<file path="config.mk">
export PLATFORM = sky130hd
export DESIGN_NAME = switch_status
export DESIGN_NICKNAME = d
export VERILOG_FILES = /design/src/rtl/switch_status_pkg.sv /design/src/rtl/sw_debounce.sv /design/src/rtl/switch_status.sv
export SDC_FILE = /design/constraint.sdc
export NUM_CORES = 1
export LEC_CHECK = 0
export CORE_MARGIN = 1
export CORE_UTILIZATION = 61
export CTS_CLUSTER_SIZE = 16
export DETAILED_ROUTE_END_ITERATION = 10
export PLACE_DENSITY = 0.84
export SETUP_SLACK_MARGIN = 0.5
export SYNTH_ARGS = -nofsm -noshare
export SYNTH_HDL_FRONTEND = slang
export SYNTH_SLANG_ARGS = --single-unit
</file>
<file path="constraint.sdc">
create_clock -name clk -period 3.6 [get_ports clk]
set_clock_uncertainty 0.2 [all_clocks]
set_input_delay 0.54 -clock clk [delete_from_list [all_inputs] [get_ports clk]]
set_output_delay 0.54 -clock clk [all_outputs]
set_load 0.01 [all_outputs]
</file>
<file path="src/rtl/switch_status_pkg.sv">
// Shared constants for the board switch reader: default timing parameters
// and the width of the per-bit stability counter.
package switch_status_pkg;

  localparam int DEF_NUM_IN       = 8;
  localparam int DEF_TICK_DIV     = 50000;
  localparam int DEF_STABLE_TICKS = 4;
  localparam int DEF_ACT_W        = 22;

  // Stability counter is wide enough for STABLE_TICKS up to 15.
  localparam int STAB_CNT_W = 4;

  // Counter value at which a persistent difference is accepted as the new level.
  function automatic logic [STAB_CNT_W-1:0] stab_limit(input int stable_ticks);
    return STAB_CNT_W'(stable_ticks - 1);
  endfunction

endpackage

</file>
<file path="src/rtl/sw_debounce.sv">
// One board input: two-flop synchroniser, tick-paced stability counter,
// debounced level and single-cycle rise/fall strobes.
module sw_debounce
  import switch_status_pkg::*;
#(
  parameter int STABLE_TICKS = DEF_STABLE_TICKS
) (
  input  logic clk,
  input  logic rstn,
  input  logic pin,
  input  logic tick,
  output logic level,
  output logic rise,
  output logic fall
);

  logic                  sync1;
  logic                  sync2;
  logic                  level_d;
  logic [STAB_CNT_W-1:0] cnt;

  // Bring the asynchronous pin into the clk domain.
  always_ff @(posedge clk or negedge rstn) begin
    if (!rstn) begin
      sync1 <= 1'b0;
      sync2 <= 1'b0;
    end else begin
      sync1 <= pin;
      sync2 <= sync1;
    end
  end

  // Accept a new level only after it has differed on enough consecutive ticks.
  always_ff @(posedge clk or negedge rstn) begin
    if (!rstn) begin
      cnt   <= '0;
      level <= 1'b0;
    end else if (tick) begin
      if (sync2 == level) begin
        cnt <= '0;
      end else if (cnt == stab_limit(STABLE_TICKS)) begin
        level <= sync2;
        cnt   <= '0;
      end else begin
        cnt <= cnt + STAB_CNT_W'(1);
      end
    end
  end

  // Edge strobes appear the cycle after the level flips and last one cycle.
  always_ff @(posedge clk or negedge rstn) begin
    if (!rstn) begin
      level_d <= 1'b0;
      rise    <= 1'b0;
      fall    <= 1'b0;
    end else begin
      level_d <= level;
      rise    <= level & ~level_d;
      fall    <= ~level & level_d;
    end
  end

endmodule

</file>
<file path="src/rtl/switch_status.sv">
// Board input reader: polarity, debounce per bit, sticky change bits with a
// maskable interrupt and a stretched activity indicator.
module switch_status
  import switch_status_pkg::*;
#(
  parameter int NUM_IN       = DEF_NUM_IN,
  parameter int TICK_DIV     = DEF_TICK_DIV,
  parameter int STABLE_TICKS = DEF_STABLE_TICKS,
  parameter int ACT_W        = DEF_ACT_W
) (
  input  logic              clk,
  input  logic              rstn,
  input  logic              invert,
  input  logic [NUM_IN-1:0] sw_raw,
  output logic [NUM_IN-1:0] sw_level,
  output logic [NUM_IN-1:0] sw_rise,
  output logic [NUM_IN-1:0] sw_fall,
  output logic [NUM_IN-1:0] chg_sticky,
  input  logic              clr_strobe,
  input  logic [NUM_IN-1:0] clr_mask,
  input  logic [NUM_IN-1:0] irq_en,
  output logic              irq,
  output logic              act
);

  localparam int PRE_W = (TICK_DIV > 1) ? $clog2(TICK_DIV) : 1;

  logic [PRE_W-1:0]  pre_cnt;
  logic              tick;
  logic [NUM_IN-1:0] pin;
  logic [NUM_IN-1:0] edge_any;
  logic [NUM_IN-1:0] clr_bits;
  logic [ACT_W-1:0]  act_cnt;

  // Toggling invert flips every bit and is debounced like any pin change.
  assign pin      = invert ? ~sw_raw : sw_raw;
  assign tick     = (pre_cnt == PRE_W'(TICK_DIV - 1));
  assign edge_any = sw_rise | sw_fall;
  assign clr_bits = clr_strobe ? clr_mask : '0;

  // Free-running prescaler producing the debounce sample tick.
  always_ff @(posedge clk or negedge rstn) begin
    if (!rstn) begin
      pre_cnt <= '0;
    end else if (tick) begin
      pre_cnt <= '0;
    end else begin
      pre_cnt <= pre_cnt + PRE_W'(1);
    end
  end

  genvar g;
  generate
    for (g = 0; g < NUM_IN; g++) begin : g_bit
      sw_debounce #(
        .STABLE_TICKS(STABLE_TICKS)
      ) u_deb (
        .clk  (clk),
        .rstn (rstn),
        .pin  (pin[g]),
        .tick (tick),
        .level(sw_level[g]),
        .rise (sw_rise[g]),
        .fall (sw_fall[g])
      );
    end
  endgenerate

  // Sticky change bits; a new edge beats a simultaneous host clear.
  always_ff @(posedge clk or negedge rstn) begin
    if (!rstn) begin
      chg_sticky <= '0;
    end else begin
      chg_sticky <= (chg_sticky & ~clr_bits) | edge_any;
    end
  end

  // Level interrupt from any enabled sticky bit.
  always_ff @(posedge clk or negedge rstn) begin
    if (!rstn) begin
      irq <= 1'b0;
    end else begin
      irq <= |(chg_sticky & irq_en);
    end
  end

  // Activity stretch: any edge reloads the down counter, which stops at zero.
  always_ff @(posedge clk or negedge rstn) begin
    if (!rstn) begin
      act_cnt <= '0;
      act     <= 1'b0;
    end else begin
      if (|edge_any) begin
        act_cnt <= '1;
      end else if (act_cnt != '0) begin
        act_cnt <= act_cnt - ACT_W'(1);
      end
      act <= (act_cnt != '0);
    end
  end

endmodule
</file>
Word level (Yosys, flattened, before mapping)
Cells that the tools add are included.

storage, ports and cells
  logic and storage cells = 167
  register bits after elaboration = 128

cells by class
  bitwise logic cells = 46
  add/sub/neg operators = 10
  muxes and demuxes = 21
  equality and inequality tests = 17
  reduce and logical (&&, ||, !) cells = 12

operators with widths
  cell                                                 count
  2-to-1 mux 4 bit                                     16
  2-to-1 mux 22 bit                                    2
  adder 4 x 1 -> 4 bit (second input constant)         8
  == test 4 x 2 -> 1 bit (second input constant)       8
  inverter 1 bit                                       24
  AND reduction 3 bit                                  8
  nonzero test 22 bit                                  1
  subtractor 22 x 1 -> 22 bit (second input constant)  1
  adder 16 x 1 -> 16 bit (second input constant)       1
  bitwise AND 1 bit                                    16
  bitwise AND 8 bit                                    2
  == test 16 bit (second input constant)               1
  2-to-1 mux 16 bit                                    1
  2-to-1 mux 8 bit                                     2
  inverter 8 bit                                       2
  bitwise OR 8 bit                                     2
  OR reduction 8 bit                                   2
  == test 1 bit                                        8
  nonzero test 2 bit                                   1

Longest topological paths before layout
  word-level depth = 4
  gate-level depth with buffers = 8
  gate-level depth less buffers = 7

Hierarchy
Synthesis repeated with hierarchy kept, for this count alone.

unflattened totals
  cells, all modules = 499
  area total of the unflattened synthesis = 5,865.6 um^2

modules (own cells, without submodules)
  module         sequential area each (um^2)  instances  cells an instance  area an instance (um^2)
  sw_debounce    250.2                        8          31                 419.2
  switch_status  1,201.2                      1          251                2,512.4

Worst setup path before layout
Ideal clock, no wire load.

  path kind = reg-to-reg
  from = register act_cnt[18]
  to = register act_cnt[13]
  arrival time = 1.928 ns
  setup slack = 1.338 ns
  setup time = 0.134 ns
  cell stages (with the launch flop) = 7
  path through = dfrtp_1 > or4_1 > buf_2 > or4_4 > o211ai_2 > xor2_1 > nand2_1

between the ends
  cells in the longest elaborated chain, start to end = 2

RTL lines
  what                                 RTL line             source
  start, declared                      switch_status.sv:33  logic [ACT_W-1:0] act_cnt;
  start signal, assigned               switch_status.sv:96  act_cnt <= act_cnt - ACT_W'(1);
  nonzero test 22 bit                  switch_status.sv:95  end else if (act_cnt != '0) begin
  nonzero test 2 bit (no source line)  -

Every way passes these cells.
A chain may end at the register's enable or synchronous reset.

Final worst setup path
  from = register pre_cnt[7]
  to = register g_bit[6].u_deb.cnt[3]

between the ends
  cells in the longest elaborated chain, start to end = 1

RTL lines
  what                    RTL line             source
  start, declared         switch_status.sv:28  logic [PRE_W-1:0] pre_cnt;
  start signal, assigned  switch_status.sv:48  pre_cnt <= pre_cnt + PRE_W'(1);
  == test 16 bit          switch_status.sv:37  assign tick = (pre_cnt == PRE_W'(TICK_DIV - 1));
  end signal, assigned    sw_debounce.sv:45    cnt <= cnt + STAB_CNT_W'(1);
  end, declared           sw_debounce.sv:20    logic [STAB_CNT_W-1:0] cnt;

Every way passes these cells.

==> metrics.txt <==
outcome finished clean; Post-Syn Area 5720 sq um; Avg Inst Size Synth around 11 sq um; CP Cell Sequence or4b_1 > or4_1 > nor3_1 > a21oi_1 > o21ai_1; Non-Filler Instances 696; DP Cell Count 663; setup ws final 1020 ps; clk slew on worst S/H paths around 60 ps; sw power 697 uW; Clock Path Buffers 2; Clock Power Share 51.1%; chip width ~100 um; Die Ht 98.8 um; Inserted Diodes 0; Critical Path Sink Type register; full die area a little under 10,000 sq um; multi-input logic area around 2300 sq um; fillers 547; DR WL/cell approximately 17 um; TritonRoute pass-1 iters 5; post_cts resized 0; met2 wire length between 5 and 6 mm; CP Data Arrival Time 2840 ps; Max Used Layer met4; PwrDens 467 nW/um^2; DRC viols 0; worst skew pair latency 530 ps; synth top area cells dfrtp_1, nand2_1, xor2_1; cell area after layout roughly 7000 sq um; Syn Inst Count 529; share of flip-flops with an asynchronous set or reset 100%; fmax 0.388 GHz; Post-synth EDFFs 0; TNS Setup 0 ps; synth warn 0; first-pass GRT wire length around 20 mm; HP Class register to register; met3 WL post-DR 683 um; initial antenna violation count 0; PortBufs 61; Least-Margin Pin Slew 783 ps; row count 34; prevailing post-synth register cell dfrtp_1; clk sinks 128; count of pins over their slew limit 0; top cell type's share of synthesized area between 50% and 60%; vias post-DR 4,093; WL final 11.5 mm; GRT Total Usage 26.5%; fraction of layout cells with a size suffix above 1 6.97%; Tcrit/Tclk final 71.7%; initial drt markers 235; Congestion Overflow GR 0; sw frac 21.8%; Area growth, synth to finish 19.6%; Pleak around 0.0034 uW; Net Count, Synth 567; Reg power frac between 40% and 50%; Initial Util 64.3%; pre-CTS setup slack 1080 ps; number of global-route vias before repair around 4,200; Reg area around 3200 sq um; Core Box Area 8890 sq um; startpoint types register; pin count of the biggest net entering global routing 76; routed vias/inst between 5 and 6; critical path's slowest cell or4_1; max cap viols 0; M1 WL 4.95 mm; crit path max fanout 22; Area after DPL 6260 sq um; root buffer cell clkbuf_8; internal power 2500 uW; I/O pins 62; Slew HR 47.8%; GP Congestion 0.823; Comb pwr share 3.0%; Critical Path RT between 3000 and 4000 ps; final setup vio count 0; Post-DRT Antenna Nets 0; Critical Path Max Stage Delay 850 ps; # H-tree levels 4; post-synth cell types 47; RSZ-0062 raised after global routing no; final net count roughly 610; sequential share of the synthesized area 56.0%; HPWL after detailed placement 7.56 mm; critical path class register to register; CTS tree done; Yosys reg bits 128; Final Hold Fails 0; CTS Buf Count 17; maximum vdd drop 0.000415 V; fin crit period 2580 ps; Power, Total 3200 uW; area leader, netlist dfrtp_1
what timing repair did:
item,4_1_cts,5_1_grt
hold buffers,1,0
setup buffers,0,0
endpoints found under the setup margin,0,0
hold endpoints to repair,53,0
flip-flops by register name, summed over array words and instances, names as in the netlist:
register	cells
chg_sticky	8
pre_cnt	16
g_bit.u_deb.level_d	8
g_bit.u_deb.fall	8
g_bit.u_deb.sync2	8
g_bit.u_deb.cnt	32
act_cnt	22
irq	1
g_bit.u_deb.rise	8
act	1
g_bit.u_deb.level	8
g_bit.u_deb.sync1	8
cell usage after synthesis (2+ instances only):
library cell    n
o21ai_0         5
and4_1          4
xnor2_1         8
or4_1           7
nor4_1         11
dfrtp_1       128
nand2_1       102
or3_1           4
nand3b_1        9
buf_2           8
a21oi_1         2
nor2b_1        16
nor3b_1         8
nand4_1         6
nand3_1        26
inv_1           5
nor3_1          7
nand2b_1        7
or4b_1          2
o2bb2ai_1       7
mux2_1          8
xor2_1         32
buf_4          24
clkbuf_1        6
ha_1           10
a211o_1         8
o21ai_1         8
o31ai_1        17
a22oi_1         4
and2_1          3
o211ai_1        5
a21o_1          2
nor2_1         16
worst max-delay path: cells and delay by family (launching register included):
kind / cells / cell delay (ps)
compound gates: 2 / 170
flops: 1 / 420
simple gates: 3 / 1710
cells by family after synthesis:
kind of cell,Yosys count,share of synthesized area [%]
compound gates,62,7.92
mux,9,1.75
buf+inv,43,4.58
xor+xnor,40,6.13
fa+ha+maj,10,2.19
simple gates,237,21.4
flops,128,56.0
power groups by stage:
stage	sequential, uW	combinational, uW	clock, uW
floorplan	1490	27.6	0
global placement	1490	91.9	0
detailed placement	1490	94.6	0
CTS	1470	96.9	1660
global route	1470	107	1730
finish	1470	94.7	1630
through the flow:
step / utilization, % / hold slack (ps)
finish: 76.9 / 143
global route: 76.9 / 150
CTS: 76.9 / 145
detailed placement: 70.4 / 136
global placement: 70.4 / 132
floorplan: - / 44.4
final timing paths:
kind	endpoint	startpoint	depth (start not counted)	slack [ps]
min in group asynchronous	irq$_DFF_PN0_	rstn	2	400
hold reg to reg	g_bit[5].u_deb.sync2$_DFF_PN0_	g_bit[5].u_deb.sync1$_DFF_PN0_	0	140
hold / removal	g_bit[5].u_deb.sync2$_DFF_PN0_	g_bit[5].u_deb.sync1$_DFF_PN0_	0	140
max in group asynchronous	g_bit[3].u_deb.cnt[1]$_DFFE_PN0N_	rstn	3	1990
setup / recovery	g_bit[6].u_deb.cnt[3]$_DFFE_PN0N_	pre_cnt[7]$_DFF_PN0_	5	1020
setup reg to reg	g_bit[6].u_deb.cnt[3]$_DFFE_PN0N_	pre_cnt[7]$_DFF_PN0_	5	1020
cells in the final DEF (no fill, tap or decap), drive strengths merged, types with 7 or more instances in the layout:
cell type      instances
nand2b                 7
nor2                  16
clkdlybuf4s50         60
clkbuf                19
a211o                  8
nor3b                  8
nor2b                 16
mux2                   8
xor2                  32
nor4                  12
or4                    8
nand2                102
nand3b                 9
o2bb2ai                7
nor3                   7
dfrtp                128
o21ai                 13
nand3                 26
o31ai                 17
xnor2                  8
ha                    10
layer usage:
metal	up-vias	global-route usage [%]
li1	1924	-
met1	2002	32.6
met2	141	43.5
met3	26	8.44
met4	0	11.0
met5	-	0
area by class of cell:
type	count	area share, %
Clock buffer	19	6.31
Clock inverter	13	2.03
Inverter	5	0.274
Multi-Input combinational cell	358	33.0
Sequential cell	128	46.8
Tap cell	108	1.98
Timing Repair Buffer	65	9.55
Note: power is estimated with default switching activity, not from simulation.
